File: src/rtl/seq_mux_scan.sv
// Registered N:1 multiplexer with valid/ready output stage and an auto-scan mode.
// Optional even-parity output enabled by defining SEQ_MUX_PARITY_EN.
module seq_mux_scan #(
  parameter  int NUM_IN = 8,
  parameter  int DATA_W = 1,
  localparam int SEL_W  = $clog2(NUM_IN)
) (
  input  logic                     clk,
  input  logic                     rst_n,
  input  logic [NUM_IN*DATA_W-1:0] data_in,
  input  logic [SEL_W-1:0]         sel_in,
  input  logic                     mode,
  input  logic                     in_valid,
  output logic                     in_ready,
  output logic [DATA_W-1:0]        out_data,
  output logic [SEL_W-1:0]         out_sel,
  output logic                     out_valid,
  input  logic                     out_ready,
  output logic                     sel_err,
  output logic                     scan_wrap
`ifdef SEQ_MUX_PARITY_EN
  ,
  output logic                     out_parity
`endif
);

  localparam int unsigned          N        = NUM_IN;
  localparam logic [SEL_W-1:0]     LAST_SEL = SEL_W'(NUM_IN - 1);

  logic              accept;
  logic [SEL_W-1:0]  scan_cnt;
  logic [SEL_W-1:0]  eff_sel;
  logic              sel_ok;
  logic [DATA_W-1:0] mux_val;
  logic [DATA_W-1:0] load_val;

  assign in_ready = !out_valid || out_ready;
  assign accept   = in_valid && in_ready;
  assign eff_sel  = mode ? scan_cnt : sel_in;
  assign sel_ok   = 32'(eff_sel) < N;

  always_comb begin
    mux_val = '0;
    for (int unsigned k = 0; k < N; k++) begin
      if (32'(eff_sel) == k) mux_val = data_in[k*DATA_W +: DATA_W];
    end
  end

  assign load_val = sel_ok ? mux_val : '0;

  // Counter is pinned to 0 outside scan mode so each scan sweep restarts at channel 0.
  always_ff @(posedge clk or negedge rst_n) begin
    if (!rst_n) begin
      scan_cnt <= '0;
    end else if (!mode) begin
      scan_cnt <= '0;
    end else if (accept) begin
      scan_cnt <= (scan_cnt == LAST_SEL) ? '0 : scan_cnt + 1'b1;
    end
  end

  always_ff @(posedge clk or negedge rst_n) begin
    if (!rst_n) begin
      out_data  <= '0;
      out_sel   <= '0;
      out_valid <= 1'b0;
      sel_err   <= 1'b0;
      scan_wrap <= 1'b0;
    end else if (accept) begin
      out_data  <= load_val;
      out_sel   <= eff_sel;
      out_valid <= 1'b1;
      sel_err   <= !sel_ok;
      scan_wrap <= mode && (scan_cnt == LAST_SEL);
    end else if (out_ready) begin
      out_valid <= 1'b0;
    end
  end

`ifdef SEQ_MUX_PARITY_EN
  always_ff @(posedge clk or negedge rst_n) begin
    if (!rst_n) begin
      out_parity <= 1'b0;
    end else if (accept) begin
      out_parity <= ^load_val;
    end
  end
`endif

endmodule

File: config.mk
export PLATFORM = sky130hd
export DESIGN_NAME = seq_mux_scan
export DESIGN_NICKNAME = d
export VERILOG_FILES = /design/src/rtl/seq_mux_scan.sv
export SDC_FILE = /design/constraint.sdc
export NUM_CORES = 1
export LEC_CHECK = 0
export CAP_MARGIN = 20
export CORE_MARGIN = 2
export CORE_UTILIZATION = 29
export DETAILED_ROUTE_END_ITERATION = 16
export SLEW_MARGIN = 10
export SYNTH_ARGS = -nofsm -noshare
export SYNTH_HDL_FRONTEND = slang
export SYNTH_SLANG_ARGS = --single-unit
File: constraint.sdc
create_clock -name clk -period 3.6 [get_ports clk]
set_clock_uncertainty 0.05 [all_clocks]
set_input_delay 0.9 -clock clk [delete_from_list [all_inputs] [get_ports clk]]
set_output_delay 0.9 -clock clk [all_outputs]
set_load 0.02 [all_outputs]
**Yosys cells after proc, flatten, opt, wreduce, memory -nomap -nowiden**

Cells that the tools add are included.

- Output and inout port bits: 8
- Logic and storage cells: 35
- Flip-flop bits (word level): 9
- Input port bits: 16

- Equal/unequal tests: 9
- Add/sub/neg operators: 1
- Muxes and demuxes: 14
- Reductions and logical operators: 6

Operators with widths:

| operator | count |
|---|---|
| == test 3 bit (second input constant) | 5 |
| 2-to-1 mux 3 bit | 4 |
| 2-to-1 mux 1 bit | 10 |
| == test 3 x 2 -> 1 bit (second input constant) | 2 |
| adder 3 x 1 -> 3 bit (second input constant) | 1 |
| == test 3 x 1 -> 1 bit (second input constant) | 1 |
| zero test 3 bit | 1 |
| logical AND 1 bit | 2 |
| inequality test 2 x 1 -> 1 bit (second input constant) | 1 |
| nonzero test 2 bit | 1 |
| zero test 1 bit | 1 |
| logical OR 1 bit | 1 |

**Logic depth before layout (Yosys ltp)**

Gate-level depths: netlist of the first run.

- Word-level depth: 10
- Depth in mapped cells: 5
- Depth with buffers taken out: 4

**Worst setup path before layout of the first run**

No wires, ideal clock.

- Kind: input -> register
- Start point: input port out_ready
- End point: register out_sel[2]
- Stages on the path: 4
- Path slack: 1.469 ns
- Path buffers: 1
- Arrival time: 1.957 ns
- Required time: 3.425 ns
- Library setup time: 0.125 ns
- Cells stage by stage: nand2b_1 -> nand2_1 -> clkbuf_1 -> mux2_2

- Longest elaborated chain between the ends: 2

RTL lines:

| element | RTL line | text |
|---|---|---|
| start, declared | 18 | `input logic out_ready,` |
| logical OR 1 bit | 37 | `assign in_ready = !out_valid \|\| out_ready;` |
| logical AND 1 bit | 38 | `assign accept = in_valid && in_ready;` |
| end signal, assigned | 71 | `out_sel <= eff_sel;` |
| end, declared | 16 | `output logic [SEL_W-1:0] out_sel,` |

No other way between the ends.
A chain may end at the register's enable or synchronous reset.

**Worst setup path in the final report of the first run**

- Start point: input port out_ready
- End point: output port in_ready

- Longest elaborated chain between the ends: 1

RTL lines:

| element | RTL line | text |
|---|---|---|
| logical OR 1 bit | 37 |  |
| end, declared | 14 | `output logic in_ready,` |

No other way between the ends.

==> impl_metrics.json, run 1 <==
{
  "status": "finished, final reports clean",
  "rows": 15,
  "path_buf_inv": 2,
  "vias_per_cell": 4.683,
  "pwr-share-comb_pct": 27.6,
  "finalCritPeriodShare_pct": 86.52,
  "leakage_nw": 0.3269,
  "drv_slew": 0,
  "hold_start": "out_sel[1]",
  "holdPathEnd": "out_sel[1]",
  "crit_path_frequent_cell": "clkdlybuf4s50_1",
  "grt_usage_pct": 10.20,
  "rsz0062_at_grt": "false",
  "grt-ovfl-total": 0,
  "rr_endpoint": "out_data",
  "ctsResizeCount": 0,
  "setup_viol": 0,
  "drv_cap": 0,
  "cts_sinks": 9,
  "nets": 84,
  "hold_depth": 2,
  "vdd_drop_max_mv": 0.1926,
  "cp_slowest_cell": "clkdlybuf4s50_1",
  "die_w_um": 45.60,
  "drive_gt1_share_pct": 13.85,
  "pwr-share-seq_pct": 43.5,
  "cpPeakStageDelay_ps": 630,
  "fin_cells": 82,
  "syn_nets": 60,
  "gp_congestion": 0.7028,
  "start_util_pct": 30.04,
  "grt_max_degree": 13,
  "dpl_cell_area_um2": 720.7,
  "dieArea_um2": 2079,
  "finalSetupTns_ps": 0,
  "swShare_pct": 26.05,
  "dpl_worst_slack_ps": 489.7,
  "drtAntennaViolNets": 0,
  "antennaDiodeCount": 0,
  "dr.pass1.iters": 1,
  "endpoint_kind": "output port",
  "worst-path-max-fanout": 5,
  "clock_latency_ps": 250,
  "syn_avg_cell_area_um2": 11.95,
  "htreeDepth": 1,
  "fin_ws_ps": 485.4,
  "post-dp-hpwl_um": 775.9,
  "p_per_area_nw_per_um2": 354.3,
  "worst-endpoint-arrival_ps": 2160,
  "netlist_area_um2": 501.7,
  "total_power_mw": 0.2647,
  "start_kind": "primary input",
  "clk_pin_slew_ps": 60,
  "r2r_cells": 4,
  "worstPathRequired_ps": 2650,
  "rrSetupSlack_ps": 2080,
  "post_cts_buffers": 0,
  "holdWs_ps": 424.5,
  "syn2layout_area_growth_pct": 48.88,
  "syn_inst": 42,
  "antenna_found_initial": 0,
  "ys_types": 18,
  "cts_tree": "done",
  "port_buffers": 22,
  "drt_wl_total_um": 937,
  "drt_iter0_markers": 0,
  "synth-seq-area-share_pct": 44.89,
  "ys_ff_latch": 9,
  "period_minus_slack_ps": 3115,
  "detail_route.wl_per_cell_um": 11.43,
  "fp.coreArea_um2": 1670,
  "die_h_um": 45.60,
  "ios": 24,
  "max_freq_mhz": 321.1,
  "dpl.cell_count": 78,
  "cts_buffers": 3,
  "grt_pass1_wl_um": 1455,
  "drc": 0,
  "cts_root_buffer": "clkbuf_4",
  "worstReg2RegStart": "scan_cnt[0]",
  "power.internal_mw": 0.1957,
  "p_sw_mw": 0.06895,
  "fin_area_um2": 747.0,
  "ys_warn_count": 0,
  "path_delay_family": "buffers and inverters",
  "hold_buffers": 0,
  "first_global_vias": 361,
  "cts_max_path_buffers": 2,
  "clkPwrFrac_pct": 28.9,
  "hp-class": "register to register",
  "cp_cell_sequence": "clkdlybuf4s50_1 > nand2b_1 > clkdlybuf4s50_1",
  "vias": 384,
  "critPathKind": "primary input to output port",
  "finalHoldViolCount": 0,
  "fin_util_pct": 44.72
}
-- cell usage after synthesis --
| library cell | instances | share of area, % |
|---|---|---|
| nand2_1 | 8 | 6.0 |
| ha_1 | 2 | 5.0 |
| buf_4 | 1 | 1.5 |
| nand2b_1 | 2 | 2.5 |
| a21boi_0 | 1 | 1.5 |
| conb_1 | 1 | 0.75 |
| o21ai_0 | 1 | 1.0 |
| buf_6 | 1 | 2.2 |
| or3_1 | 1 | 1.2 |
| dfrtp_1 | 9 | 45 |
| nand3_1 | 2 | 2.0 |
| mux2_4 | 1 | 3.0 |
| mux2_2 | 3 | 6.7 |
| mux2i_1 | 2 | 4.0 |
| clkbuf_1 | 1 | 0.75 |
| mux4_1 | 2 | 10 |
| a21boi_2 | 2 | 4.5 |
| o21ai_1 | 2 | 2.0 |
-- flip-flops by register name, summed over array words and instances (netlist names) --
register,count
scan_wrap,1
out_sel,3
out_data,1
scan_cnt,3
out_valid,1
-- cell usage in the layout (no fill, tap or decap), drive strengths merged --
master	instances
clkdlybuf4s50	22
or3	1
dfrtp	9
clkbuf	4
mux2	4
mux2i	2
nand2b	2
ha	2
nand2	8
conb	1
mux4	2
nand3	2
o21ai	3
a21boi	3
-- power groups by stage --
| stage | Combinational [mW] | Sequential (mW) | Clock (mW) |
|---|---|---|---|
| after floorplan | 0.0278 | 0.127 | 0 |
| after global placement | 0.0741 | 0.117 | 0 |
| after detailed placement | 0.0741 | 0.117 | 0 |
| after CTS | 0.0745 | 0.115 | 0.0816 |
| after global routing | 0.0787 | 0.117 | 0.0899 |
| final | 0.0731 | 0.115 | 0.0765 |
-- per-layer routing --
metal,vias up,global-route usage (%),wire (um)
met5,-,0,0
met4,0,7.059,20
met3,2,2.778,37
met2,11,15.77,442
met1,177,12.13,437
li1,194,-,-
-- worst register-to-register path, cell delays in order, from the launching register on --
cell     delay, ps
dfrtp_1        410
mux2_4         290
mux4_1         440
mux2i_1        140
o21ai_1         60
-- cell type report --
type                            instances  area, um2
Timing Repair Buffer                   22      220.2
Multi-Input combinational cell         30      254.0
Clock buffer                            4      26.28
Tap cell                               17      21.27
Fill cell                             147      923.4
Sequential cell                         9      225.2
-- logic make-up (layout without fill, tap and decap cells) --
group | after synthesis | after routing | share of synthesized area, %
other | 1 | 1 | 0.7474
adder cells (fa/ha/maj) | 2 | 2 | 4.987
flip-flops | 9 | 9 | 44.89
AO/OA/AOI/OAI | 6 | 6 | 8.977
multiplexers | 8 | 8 | 24.19
AND/OR/NAND/NOR | 13 | 13 | 11.72
buffers and inverters | 3 | 26 | 4.488
-- how the worst max path moves through the flow --
stage,startpoint,end,slack (ps),cells after the start
6_report,out_ready,in_ready,490,3
5_1_grt,out_ready,in_ready,440,3
4_1_cts,out_ready,in_ready,480,3
3_5_place_dp,out_ready,in_ready,490,3
3_3_place_gp,out_ready,in_ready,510,3
2_1_floorplan,out_ready,out_sel[2],1470,4
(Power assumes the default switching activity.)
==> inputs of run 2 (changes only) <==
==> constraint.sdc (replaced) <==
create_clock -name clk -period 3.6 [get_ports clk]
set_clock_uncertainty 0.05 [all_clocks]
set_input_delay 0.9 -clock clk [delete_from_list [all_inputs] [get_ports clk]]
set_output_delay 0.9 -clock clk [all_outputs]
set_load 0.005 [all_outputs]
==> impl_metrics.json, run 2 (synthesis gave the netlist of run 1 again) <==
{
  "status": "finished, final reports clean",
  "drt_wl_total_um": 992,
  "antenna_found_initial": 0,
  "post_cts_buffers": 0,
  "finalHoldViolCount": 0,
  "drive_gt1_share_pct": 13.85,
  "max_freq_mhz": 332.9,
  "die_h_um": 45.60,
  "worst-path-max-fanout": 5,
  "top_usage_layer": "met2",
  "post-dp-hpwl_um": 773.9,
  "grt_pass1_wl_um": 1511,
  "start_util_pct": 30.04,
  "hold_depth": 2,
  "cts_root_buffer": "clkbuf_4",
  "hp-class": "register to register",
  "grt-ovfl-total": 0,
  "grt_usage_pct": 10.69,
  "cts_sinks": 9,
  "hold_start": "out_sel[1]",
  "cpPeakStageDelay_ps": 530,
  "vias": 384,
  "final_common_cell": "clkdlybuf4s50_1",
  "fp.coreArea_um2": 1670,
  "die_w_um": 45.60,
  "r2r_cells": 4,
  "fin_util_pct": 44.72,
  "nets": 84,
  "path_delay_family": "buffers and inverters",
  "worstPathRequired_ps": 2650,
  "holdWs_ps": 425.1,
  "rows": 15,
  "vdd_drop_max_mv": 0.1322,
  "rr_endpoint": "out_data",
  "crit_path_frequent_cell": "clkdlybuf4s50_1",
  "cp_slowest_cell": "clkdlybuf4s50_1",
  "p_per_area_nw_per_um2": 346.8,
  "detail_route.wl_per_cell_um": 12.10,
  "vias_per_cell": 4.683,
  "rrSetupSlack_ps": 2040,
  "cts_max_path_buffers": 2,
  "ios": 24,
  "worstReg2RegStart": "scan_cnt[0]",
  "worst-endpoint-arrival_ps": 2050,
  "hold_buffers": 0,
  "gp_congestion": 0.6999,
  "total_power_mw": 0.2590,
  "grtUsageMet3_pct": 1.587,
  "drc": 0,
  "cts_buffers": 3,
  "htreeDepth": 1,
  "setup_viol": 0,
  "start_kind": "primary input",
  "cp_cell_sequence": "clkdlybuf4s50_1 > nand2b_1 > clkdlybuf4s50_1",
  "dpl.cell_count": 78,
  "dpl_worst_slack_ps": 595.7,
  "reg_top3": "out_sel x3, scan_cnt x3",
  "ctsResizeCount": 0,
  "port_buffers": 22,
  "clock_latency_ps": 260,
  "holdPathEnd": "out_sel[1]",
  "syn2layout_area_growth_pct": 48.88,
  "startpoint": "out_ready",
  "dieArea_um2": 2079,
  "rsz0062_at_grt": "false",
  "dpl_cell_area_um2": 720.7,
  "fin_cells": 82,
  "fin_ws_ps": 595.7,
  "drt_iter0_markers": 0,
  "path_buf_inv": 2,
  "grt_max_degree": 13,
  "use_met1_pct": 12.38,
  "drtAntennaViolNets": 0,
  "dr.pass1.iters": 1,
  "period_minus_slack_ps": 3004,
  "cts_tree": "done",
  "clk_pin_slew_ps": 60,
  "final_cell_mix": "clkdlybuf4s50_1 (22), dfrtp_1 (9), nand2_1 (8)",
  "drv_cap": 0,
  "first_global_vias": 379,
  "grt_util_met2_pct": 16.34,
  "endpoint_kind": "output port",
  "antennaDiodeCount": 0,
  "drv_slew": 0,
  "fin_area_um2": 747.0,
  "leakage_nw": 0.3269,
  "critPathKind": "primary input to output port",
  "finalCritPeriodShare_pct": 83.45,
  "finalSetupTns_ps": 0
}
## run 2: worst max path at each step
stage	to	cells after the start	slack, ps
floorplan	out_data	5	1470
global placement	in_ready	3	610
detailed placement	in_ready	3	600
CTS	in_ready	3	590
global route	in_ready	3	540
finish	in_ready	3	600
## run 2: layout make-up
type / count / area, um2
tap: 17 / 21.27
multi-input combinational: 30 / 254.0
clock buffer: 4 / 26.28
timing repair buffer: 22 / 220.2
sequential: 9 / 225.2
fill: 152 / 923.4
## run 2: worst min-delay path, cell delays in order, from the launching register on
cell     delay, ps
dfrtp_1        340
nand2_1         40
o21ai_0         60
## run 2: layer usage
metal  vias to the layer above  wire (um)  part of all wire [%]
met1                       179        450                    45
met3                         2         41                   4.1
met2                        11        478                    48
met4                         0         21                   2.1
li1                        192          -                     -
met5                         -          0                     0
## run 2: power by group
part           internal [mW]  switching (mW)
sequential             0.110         0.00513
combinational         0.0426          0.0201
clock                 0.0428          0.0382
